$ cat config.mk
export PLATFORM = sky130hd
export DESIGN_NAME = fetch_sequencer
export DESIGN_NICKNAME = d
export VERILOG_FILES = /design/src/rtl/fetch_sequencer.sv
export SDC_FILE = /design/constraint.sdc
export NUM_CORES = 1
export LEC_CHECK = 0
export CORE_MARGIN = 1.5
export CORE_UTILIZATION = 44
export DETAILED_ROUTE_END_ITERATION = 7
export HOLD_SLACK_MARGIN = 0.08
export PLACE_DENSITY = 0.85
export SLEW_MARGIN = 40
export SYNTH_ARGS = -nofsm -noshare
export SYNTH_HDL_FRONTEND = slang
export SYNTH_SLANG_ARGS = --single-unit
$ cat constraint.sdc
create_clock -name clk -period 7.4 [get_ports clk]
set_input_delay 1.48 -clock clk [delete_from_list [all_inputs] [get_ports clk]]
set_output_delay 1.48 -clock clk [all_outputs]
set_load 0.005 [all_outputs]
$ cat src/rtl/fetch_sequencer.sv
// Instruction-fetch sequencer: drives the PC register, issues one imem request at a time,
// buffers the returned instruction for decode and applies branch/jump redirects.
module fetch_sequencer #(
   parameter int                    ADDR_WIDTH   = 32,
   parameter logic [ADDR_WIDTH-1:0] RESET_VECTOR = '0
) (
   input  logic                  clk,
   input  logic                  rst,
   input  logic [ADDR_WIDTH-1:0] pc_cur,
   output logic                  pc_enable,
   output logic [ADDR_WIDTH-1:0] pc_next,
   output logic                  imem_req_valid,
   input  logic                  imem_req_ready,
   output logic [ADDR_WIDTH-1:0] imem_addr,
   input  logic                  imem_rsp_valid,
   input  logic [31:0]           imem_rsp_data,
   output logic                  if_valid,
   output logic [31:0]           if_instr,
   output logic [ADDR_WIDTH-1:0] if_pc,
   input  logic                  id_ready,
   input  logic                  redirect_valid,
   input  logic [ADDR_WIDTH-1:0] redirect_target
);

   typedef enum logic [2:0] {BOOT, REQ, WAIT, VALID, FLUSH} state_t;

   state_t                state, state_next;
   logic [ADDR_WIDTH-1:0] req_addr;
   logic [ADDR_WIDTH-1:0] target;
   logic [ADDR_WIDTH-1:0] pc_incr;
   logic                  capture;

   assign target    = redirect_target & ~ADDR_WIDTH'(3);
   assign pc_incr   = pc_cur + ADDR_WIDTH'(4);
   assign imem_addr = pc_cur;

   // NOTE: every output of this block gets a default first, so no path can infer a latch.
   always_comb begin
      state_next     = state;
      pc_enable      = 1'b0;
      pc_next        = pc_incr;
      imem_req_valid = 1'b0;
      capture        = 1'b0;
      case (state)
         BOOT: begin
            pc_enable  = 1'b1;
            pc_next    = RESET_VECTOR;
            state_next = REQ;
         end
         REQ: begin
            imem_req_valid = !redirect_valid;
            if (redirect_valid) begin
               pc_enable = 1'b1;
               pc_next   = target;
            end else if (imem_req_ready) begin
               state_next = WAIT;
            end
         end
         WAIT: begin
            // A response colliding with a redirect is already stale: drop it and refetch.
            if (redirect_valid) begin
               pc_enable  = 1'b1;
               pc_next    = target;
               state_next = imem_rsp_valid ? REQ : FLUSH;
            end else if (imem_rsp_valid) begin
               capture    = 1'b1;
               state_next = VALID;
            end
         end
         VALID: begin
            if (redirect_valid) begin
               pc_enable  = 1'b1;
               pc_next    = target;
               state_next = REQ;
            end else if (id_ready) begin
               pc_enable  = 1'b1;
               state_next = REQ;
            end
         end
         FLUSH: begin
            if (redirect_valid) begin
               pc_enable = 1'b1;
               pc_next   = target;
            end
            if (imem_rsp_valid) state_next = REQ;
         end
         default: state_next = BOOT;
      endcase
      // Keep the PC and memory quiet for the whole time reset is held.
      if (rst) begin
         pc_enable      = 1'b0;
         imem_req_valid = 1'b0;
      end
   end

   // NOTE: sequential state uses non-blocking assignments so all registers update together.
   always_ff @(posedge clk) begin
      if (rst) begin
         state    <= BOOT;
         req_addr <= '0;
         if_valid <= 1'b0;
         if_instr <= '0;
         if_pc    <= '0;
      end else begin
         state    <= state_next;
         if_valid <= (state_next == VALID);
         if (imem_req_valid && imem_req_ready) req_addr <= pc_cur;
         if (capture) begin
            if_instr <= imem_rsp_data;
            if_pc    <= req_addr;
         end
      end
   end

endmodule

==> results, run 1 <==
- Setup total negative slack on the finished layout was measured at 0 ps.
- The area fraction in compound gates after synthesis is between 10% and 20%.
- The setup slack of the most critical reg-to-reg path is 5550 ps.
- Summing the areas of all and, or, nand and nor instances in the mapped netlist gives 29.7% of the synthesized area.
- The number of different library cells used by synthesis comes to 46.
- After detailed routing, the average wire length per cell comes to approximately 16 µm.
- The biggest area consumer among synthesized cells is dfxtp_1.
- The share of synthesized area occupied by flip-flops and latches is between 40% and 50%.
- Together, buffers and inverters on the worst path number 2.
- The final net count is 927.
- The analysis attributes to cell leakage a power of between 0.002 and 0.0025 µW.
- The dominant synthesized flop cell is dfxtp_1.
- The number of CTS-inserted buffers is 9.
- Measured along the x axis, the die boundary spans between 100 and 150 µm.
- The total power density per cell area is 154 mW/mm².
- The start point of the worst hold path is req_addr[20].
- Once the clock tree was built, the resizer swapped 0 gates to a different size.
- In this run the tightest slew margin relative to its limit is 42.9%.
- Data on the critical path is required at its endpoint by 5920 ps.
- The maximum number of pins on one net before global-route repair is between 100 and 150.
- After synthesis the netlist holds a flip-flop and latch count of 100.
- The fraction of power spent switching nets is 25.7%.
- The number of antenna violations at the first check in global routing is 0.
- The area of the core is 0.0108 mm².
- The internal portion of the total power is 817 µW.
- After synthesis, the cell types taking the most area are dfxtp_1 (41%), nand2_1 (18%), a21oi_1 (10%).
- Setup repair after global routing left no endpoint under its margin.
- The HPWL after detailed placement is around 11000 µm.
- The launch point of the worst reg-to-reg path is state[2].
- The xor/xnor cell area share of the yosys netlist is 2.17%.
- For this design, the CTS-stage hold fixing added 0 buffers.
- Counting cells, the worst reg-to-reg path comes to 4.
- The combinational share of power is ~18%.
- The post-synthesis net count is 762.
- The portion of total power attributed to sequential cells is between 50 and 60%.
- The total net switching power is 282 µW.
- Along the worst hold path, the cell count comes to 2.
- The number of post-CTS setup repair buffers is 0.
- The path category of the worst min-delay check is reg2reg.
- The post-route antenna net violation count is 0.
- After layout, the worst path uses ~79% of the clock period.
- The critical path runs through a total of 6 cells.
- The startpoint class of the critical path is an input port.
- The detailed router finished its first iteration with around 430 violations.
- The flow ran to the end, and the final reports show no timing, DRC or antenna violations.
- The number of iterations in the first detailed-routing pass is 5.
- The fraction of the mapped netlist area in adder cells is 1.09%.
- The count of maximum capacitance violations is 0.
- The worst hold path terminates at if_pc[20].
- The worst ir drop on vdd is 0.0000841 V.
- The sort of element at the end of the critical path is an output port.
- The floorplan has 38 rows.
- Of the cells placed in the final design, the portion with a size suffix greater than 1 is 3.62%.
- The number of antenna diodes in the final layout is 0.
- The effective utilization at floorplan is 44.8%.
- The buffer levels on the longest clock path is 2.
- The critical path is of the in2out type.
- The largest driver fanout on the critical path is 12.
- The highest attainable clock frequency is 0.171 GHz.
- The cell family contributing the most delay on the critical path is simple AND/OR/NAND/NOR gates.
- The clock net sink count is 100.
- Clock latency on the worst-skew pair, taken at its later pin, is between 300 and 400 ps.
- The number of hold-slack violations in the final timing report is 0.
- Walking the worst path, the cells encountered are clkdlybuf4s50_1 -> nand4_2 -> or4_4 -> or4_1 -> a31oi_1 -> clkdlybuf4s50_1.
- The area share of the largest cell type after synthesis is around two fifths.
- The number of failing setup endpoints in the final timing report is 0.
- The routed design has 15300 µm of wire.
- The slowest cell on the critical path is clkdlybuf4s50_1.
- The via count of the first global-routing pass is 4890.
- The delay of the slowest cell on the worst path is 730 ps.
- The floorplan step defined a die boundary enclosing 0.0116 mm².
- The most numerous cell type found on the critical path is clkdlybuf4s50_1.
- Summing every instance area after synthesis gives between 0.004 and 0.005 mm².
- The CTS H-tree depth is 3.
- The final number of max-transition violations is 0.
- The detailed-route vias per instance is 5.41.
- Synthesis produced 659 cells.
- Cells fill 66.0% of the core in the end.
- In this run the critical register-to-register path is captured at if_pc[8].
- The transition time at the pin with the least slew margin is 856 ps.
- Global routing consumed, over all layers together, 25.5% of the routing resources.
- The area added between synthesis and finish is 47.3%.
- Of all flip-flops after synthesis, the portion carrying an async set or reset was 0%.
- At the end of routability-driven placement, the weighted congestion stood at 0.884.
- CTS placed an instance of clkbuf_8 at the clock tree root.
- Global routing finished with a remaining overflow of 0.
- The clock power share is ~32%.
- From bottom edge to top edge, the die measures approximately 110 µm.
- The smallest clock period supported by the final layout is computed as 5840 ps.
- Yosys printed 0 warnings.
- Pin placement for this block handled 233 I/O pins.
- In this run the tool buffered the top-level ports with 230 buffer cells.
- The wire length of the first global-routing pass is 23400 µm.
- The synthesized area per cell is 7.33 µm².
- The synthesized design contains 0 enable-type register cells.
- The clock tree from TritonCTS is built.
- The total number of vias is 5246.
- For the worst setup path, the data arrival time is between 4000 and 5000 ps.
- The post-route DRC violation count is 0.
- On the final layout, the worst clock skew is 15.8 ps.
- After clock tree synthesis, the clock-pin slew on the worst setup and hold paths is 100 ps.
- The largest family of logic cells by synthesized area is simple AND/OR/NAND/NOR gates.
- The multiplexer share of the synthesized area is 0.233%.
-- cell type report --
| type | instances | area (µm²) |
|---|---|---|
| multi-input cells | 476 | 2410 |
| inverters | 5 | 18.8 |
| flip-flops and latches | 100 | 2000 |
| repair buffers | 232 | 2320 |
| clock buffers | 11 | 131 |
| well taps | 140 | 175 |
| clock inverters | 5 | 66.3 |
| fillers | 898 | 3670 |
-- stage by stage --
stage / setup WS (ps) / total power [µW] / hold WS, ps / instances / instance area, µm²
after floorplan: 2960 / 636 / 432 / 659 / 4830
after global placement: 1590 / 753 / 436 / 952 / 6900
after detailed placement: 1580 / 756 / 446 / 953 / 6920
after CTS: 1570 / 1100 / 456 / 969 / 7120
after global routing: 1440 / 1150 / 476 / 969 / 7120
final: 1560 / 1100 / 458 / 969 / 7120
-- kinds of logic after synthesis --
group	after synthesis
buf+inv	83
xor+xnor	12
compound gates	140
flops	100
simple gates	318
fa+ha+maj	5
mux	1
-- synth_stat cells, types with 4 or more instances --
cell        n
maj3_1      4
nor3_1      9
nand3_1    24
dfxtp_1   100
and4_1      4
xnor2_1     5
inv_1       5
o211ai_1   10
or4_1      13
and2_1      4
nand4_1     6
nand2_1   227
xor2_1      7
nor2_1     11
a21oi_1    99
o21ai_0    15
buf_4      32
clkbuf_1   40
-- sequential cells by signal, indices dropped and copies added, names as in the netlist --
signal	count
if_pc	32
req_addr	32
state	3
if_instr	32
if_valid	1
-- routing by layer --
metal / global-route usage (%) / vias up / wire (µm)
li1: - / 2541 / -
met1: 32.4 / 2398 / 6370
met2: 41.3 / 265 / 7270
met3: 5.81 / 42 / 1250
met4: 11.2 / 0 / 378
met5: 0 / - / 0
-- worst register-to-register path: cells and delay by family (launching register included) --
kind,cells,cell delay (ps)
compound gates,1,150
simple gates,3,1240
flops,1,400
-- power by group through the flow --
stage | Combinational, µW | Clock [µW] | Sequential [µW]
after global routing | 210 | 387 | 552
after global placement | 190 | 0 | 562
final | 197 | 353 | 550
after detailed placement | 193 | 0 | 563
after floorplan | 75.7 | 0 | 561
after CTS | 195 | 358 | 550
-- how the worst max path moves through the flow --
stage,start,to,slack (ps)
2_1_floorplan,pc_cur[9],pc_next[21],2960
3_3_place_gp,pc_cur[10],pc_next[28],1590
3_5_place_dp,pc_cur[10],pc_next[28],1580
4_1_cts,pc_cur[10],pc_next[28],1570
5_1_grt,pc_cur[2],pc_next[16],1440
6_report,pc_cur[10],pc_next[28],1560
-- layout by cell type, fill, tap and decap left out, types with 3 or more instances in the layout --
cell type / count
clkdlybuf4s50_1: 229
o21ai_0: 15
nand3_1: 23
dfxtp_1: 100
clkbuf_8: 9
and4_1: 4
nor4_1: 3
and2_1: 3
nand4_1: 6
a221o_1: 3
inv_1: 5
xnor2_1: 5
nor2_1: 11
or4_1: 13
o211ai_1: 10
nand2_1: 226
maj3_1: 3
xor2_1: 7
a21oi_1: 99
nor3_1: 9
o311a_1: 3
(Power assumes the default switching activity.)
==> run 2, diff against run 1 <==
--- a/config.mk
+++ b/config.mk
@@ -6,10 +6,10 @@
 export NUM_CORES = 1
 export LEC_CHECK = 0
 export CORE_MARGIN = 1.5
-export CORE_UTILIZATION = 44
+export CORE_UTILIZATION = 37
 export DETAILED_ROUTE_END_ITERATION = 7
 export HOLD_SLACK_MARGIN = 0.08
-export PLACE_DENSITY = 0.85
+export PLACE_DENSITY = 0.76
 export SLEW_MARGIN = 40
 export SYNTH_ARGS = -nofsm -noshare
 export SYNTH_HDL_FRONTEND = slang
==> constraint.sdc (replaced) <==
create_clock -name clk -period 5.37 [get_ports clk]
set_input_delay 1.074 -clock clk [delete_from_list [all_inputs] [get_ports clk]]
set_output_delay 1.074 -clock clk [all_outputs]
set_load 0.005 [all_outputs]
==> run 2 against run 1 <==
Net effect:
- clock power increased by 84%
- clock skew down 4.0 ps
- combinational power rose by 39%
- clock-buffer cell count is 1 lower
- sequential power increased by 38%
- first-iteration DRC count shrank 25%
- critical path type unchanged
==> results, run 2 (synthesized netlist as in run 1, its figures left out) <==
- The relative slew slack is 54.4% (+11 points).
- Based on the critical path, the design can be clocked at up to 0.202 GHz.
- The flow ran to the end, and the final reports show no timing, DRC or antenna violations.
- The largest registers in the layout are if_instr (32), if_pc (32), req_addr (32).
- The post-place setup slack is 471 ps (-1110 ps).
- The effective utilization at floorplan is 38.1% (-6.6 points).
- The most common library cell in the layout ignoring fill and taps is clkdlybuf4s50_1.
- The worst ir drop on vdd is 0.000145 V (+72%).
- The die extent in y is 117 µm (+8.8%).
- The delay of the slowest cell on the worst path is 640 ps (-90 ps).
- The antenna diode count is 0 (unchanged).
- The average wire per cell in the routed design was 15.3 µm (-3.1%).
- The data arrival time at the worst-slack endpoint came to 3880 ps (-480 ps).
- The critical path goes through clkdlybuf4s50_1 -> ha_1 -> nand3_1 -> or4_1 -> or4_1 -> nand3_1 -> clkdlybuf4s50_1.
- The cell depth of the worst hold path is 2 (unchanged).
- The global-route usage over all layers came to 21.8% (-3.7 points).
- The count of buffers inserted at the top-level ports was 230 (unchanged).
- The clock-pin slew reported for the worst setup and hold paths after clock tree synthesis came to 70 ps (-30 ps).
- The clock tree root buffer cell is clkbuf_16.
- For the finished layout, the period the worst path requires is 4950 ps.
- The required time at the worst-slack endpoint is 4300 ps (-1620 ps).
- The post-route DRC violation count was 0 (unchanged).
- The CTS H-tree depth was 3 (unchanged).
- In this design, the largest share of critical-path delay is due to simple AND/OR/NAND/NOR gates.
- The total wirelength of the detailed-routed design is 15400 µm (+1.1%).
- The total overflow reported by the global router is 0 (unchanged).
- The total negative setup slack came to 0 ps (unchanged).
- The maximum number of pins on one net before global-route repair is 93 (-8.8%).
- The weighted congestion at the end of routability-driven global placement was 0.825 (-6.7%).
- STA classifies the critical path endpoint as an output port.
- The number of failing setup endpoints in the final timing report was 0 (unchanged).
- The start-to-end type of the worst setup path is in2out.
- The final worst setup slack came to 417 ps (-1140 ps).
- The hold-fix buffer count after cts is 0 (unchanged).
- STA classifies the critical path startpoint as an input port.
- The die width came to 117 µm (+8.8%).
- The final critical-path share of the clock period is 92.2%.
- The largest driver fanout on the critical path is 8 (-4).
- The buffer and inverter count on the worst path is 2 (unchanged).
- The number of post-CTS setup repair buffers is 0 (unchanged).
- The detailed-route vias per instance is 4.96 (-8.4%).
- The library cells used most frequently in the layout, excluding fill and tap cells, are clkdlybuf4s50_1 (229), nand2_1 (226), dfxtp_1 (100).
- The clock net sink count is 100 (unchanged).
- The full die area is 0.0138 mm² (+18%).
- The clock tree from TritonCTS is built.
- The number of CTS-inserted buffers is 9 (unchanged).
- The total number of vias came to 5016 (-4.4%).
- The post-route antenna net violation count came to 0 (unchanged).
- The wire length of the first global-routing pass is 23300 µm (-0.42%).
- The worst setup skew after layout is 11.8 ps (-4.03 ps).
- Setup repair after global routing left no endpoint under its margin.
- The number of cell instances on the worst register-to-register path is 5 (+1).
- The share of cells above drive strength 1 is 5.01% (+1.4 points).
- The source-to-sink clock delay at the later pin of the worst-skew pair is 340 ps (-30 ps).
- The via count of the first global-routing pass came to 4541 (-7.1%).
- The transition time at the pin with the least slew margin was 685 ps (-171 ps).
- The boundary pin count is 233 (unchanged).
- The area of the core came to 0.0127 mm² (+17%).
- The total power density per cell area was 229 mW/mm² (+48%).
- The number of iterations in the first detailed-routing pass is 4 (-1).
- The path category of the worst min-delay check is reg2reg.
- The number of standard-cell rows in the floorplan is 41 (+7.9%).
- The buffer levels on the longest clock path is 2 (unchanged).
- The count of maximum capacitance violations is 0 (unchanged).
- The HPWL after detailed placement is 11100 µm (+2.8%).
- The number of antenna violations at the first check in global routing is 0 (unchanged).
- The final net count is 937 (+1.1%).
- The count of instances resized after the clock tree is built was 0 (unchanged).
- The depth of the critical timing path with buffers and inverters included is 7 (+1).
- The DRC violation total after the first TritonRoute iteration was 321 (-25%).
- The leakage power summed over all cells was 0.00246 µW (+4.8%).
- The final number of max-transition violations is 0 (unchanged).
- The slowest cell on the critical path is clkdlybuf4s50_1.
- The number of hold-slack violations in the final timing report came to 0 (unchanged).
- The area added between synthesis and finish is 52.1%.
==> run 2: layer usage <==
layer	vias up	GRT usage, %	part of all wire (%)
li1	2568	-	-
met5	-	0	0
met3	8	4.84	6.9
met1	2264	28.2	44
met4	0	6.35	0.80
met2	176	36.5	48
==> run 2: final timing paths <==
kind	startpoint	to	slack (ps)
hold / removal	req_addr[22]	if_pc[22]	440
setup reg to reg	state[2]	if_instr[14]	3250
setup / recovery	pc_cur[3]	pc_next[20]	420
hold reg to reg	req_addr[22]	if_pc[22]	440
==> run 2: layout make-up <==
type / count / area, µm²
inverters: 5 / 18.8
fillers: 1232 / 5320
clock buffers: 10 / 239
multi-input cells: 476 / 2400
well taps: 172 / 215
clock inverters: 6 / 62.6
flip-flops and latches: 100 / 2000
repair buffers: 242 / 2410
==> run 2: power breakdown <==
group | internal, µW | switching, µW | total, µW
combinational | 156 | 117 | 273
sequential | 752 | 6.87 | 759
clock | 374 | 277 | 651
==> run 2: metrics by stage <==
step	total power, µW	cells	hold slack (ps)	utilization (%)	instance area [µm²]
floorplan	877	659	432	-	4830
global placement	1050	994	438	55.3	7010
detailed placement	1050	995	444	55.6	7050
CTS	1700	1011	447	58.0	7350
global route	1760	1011	466	58.0	7350
finish	1680	1011	444	58.0	7350
==> run 2: tightest hold or removal path, delay by kind of cell (launching register included) <==
kind	cells	cell delay, ps
AOI/OAI and AO/OA	1	50
DFF	1	310
and+or+nand+nor	1	50
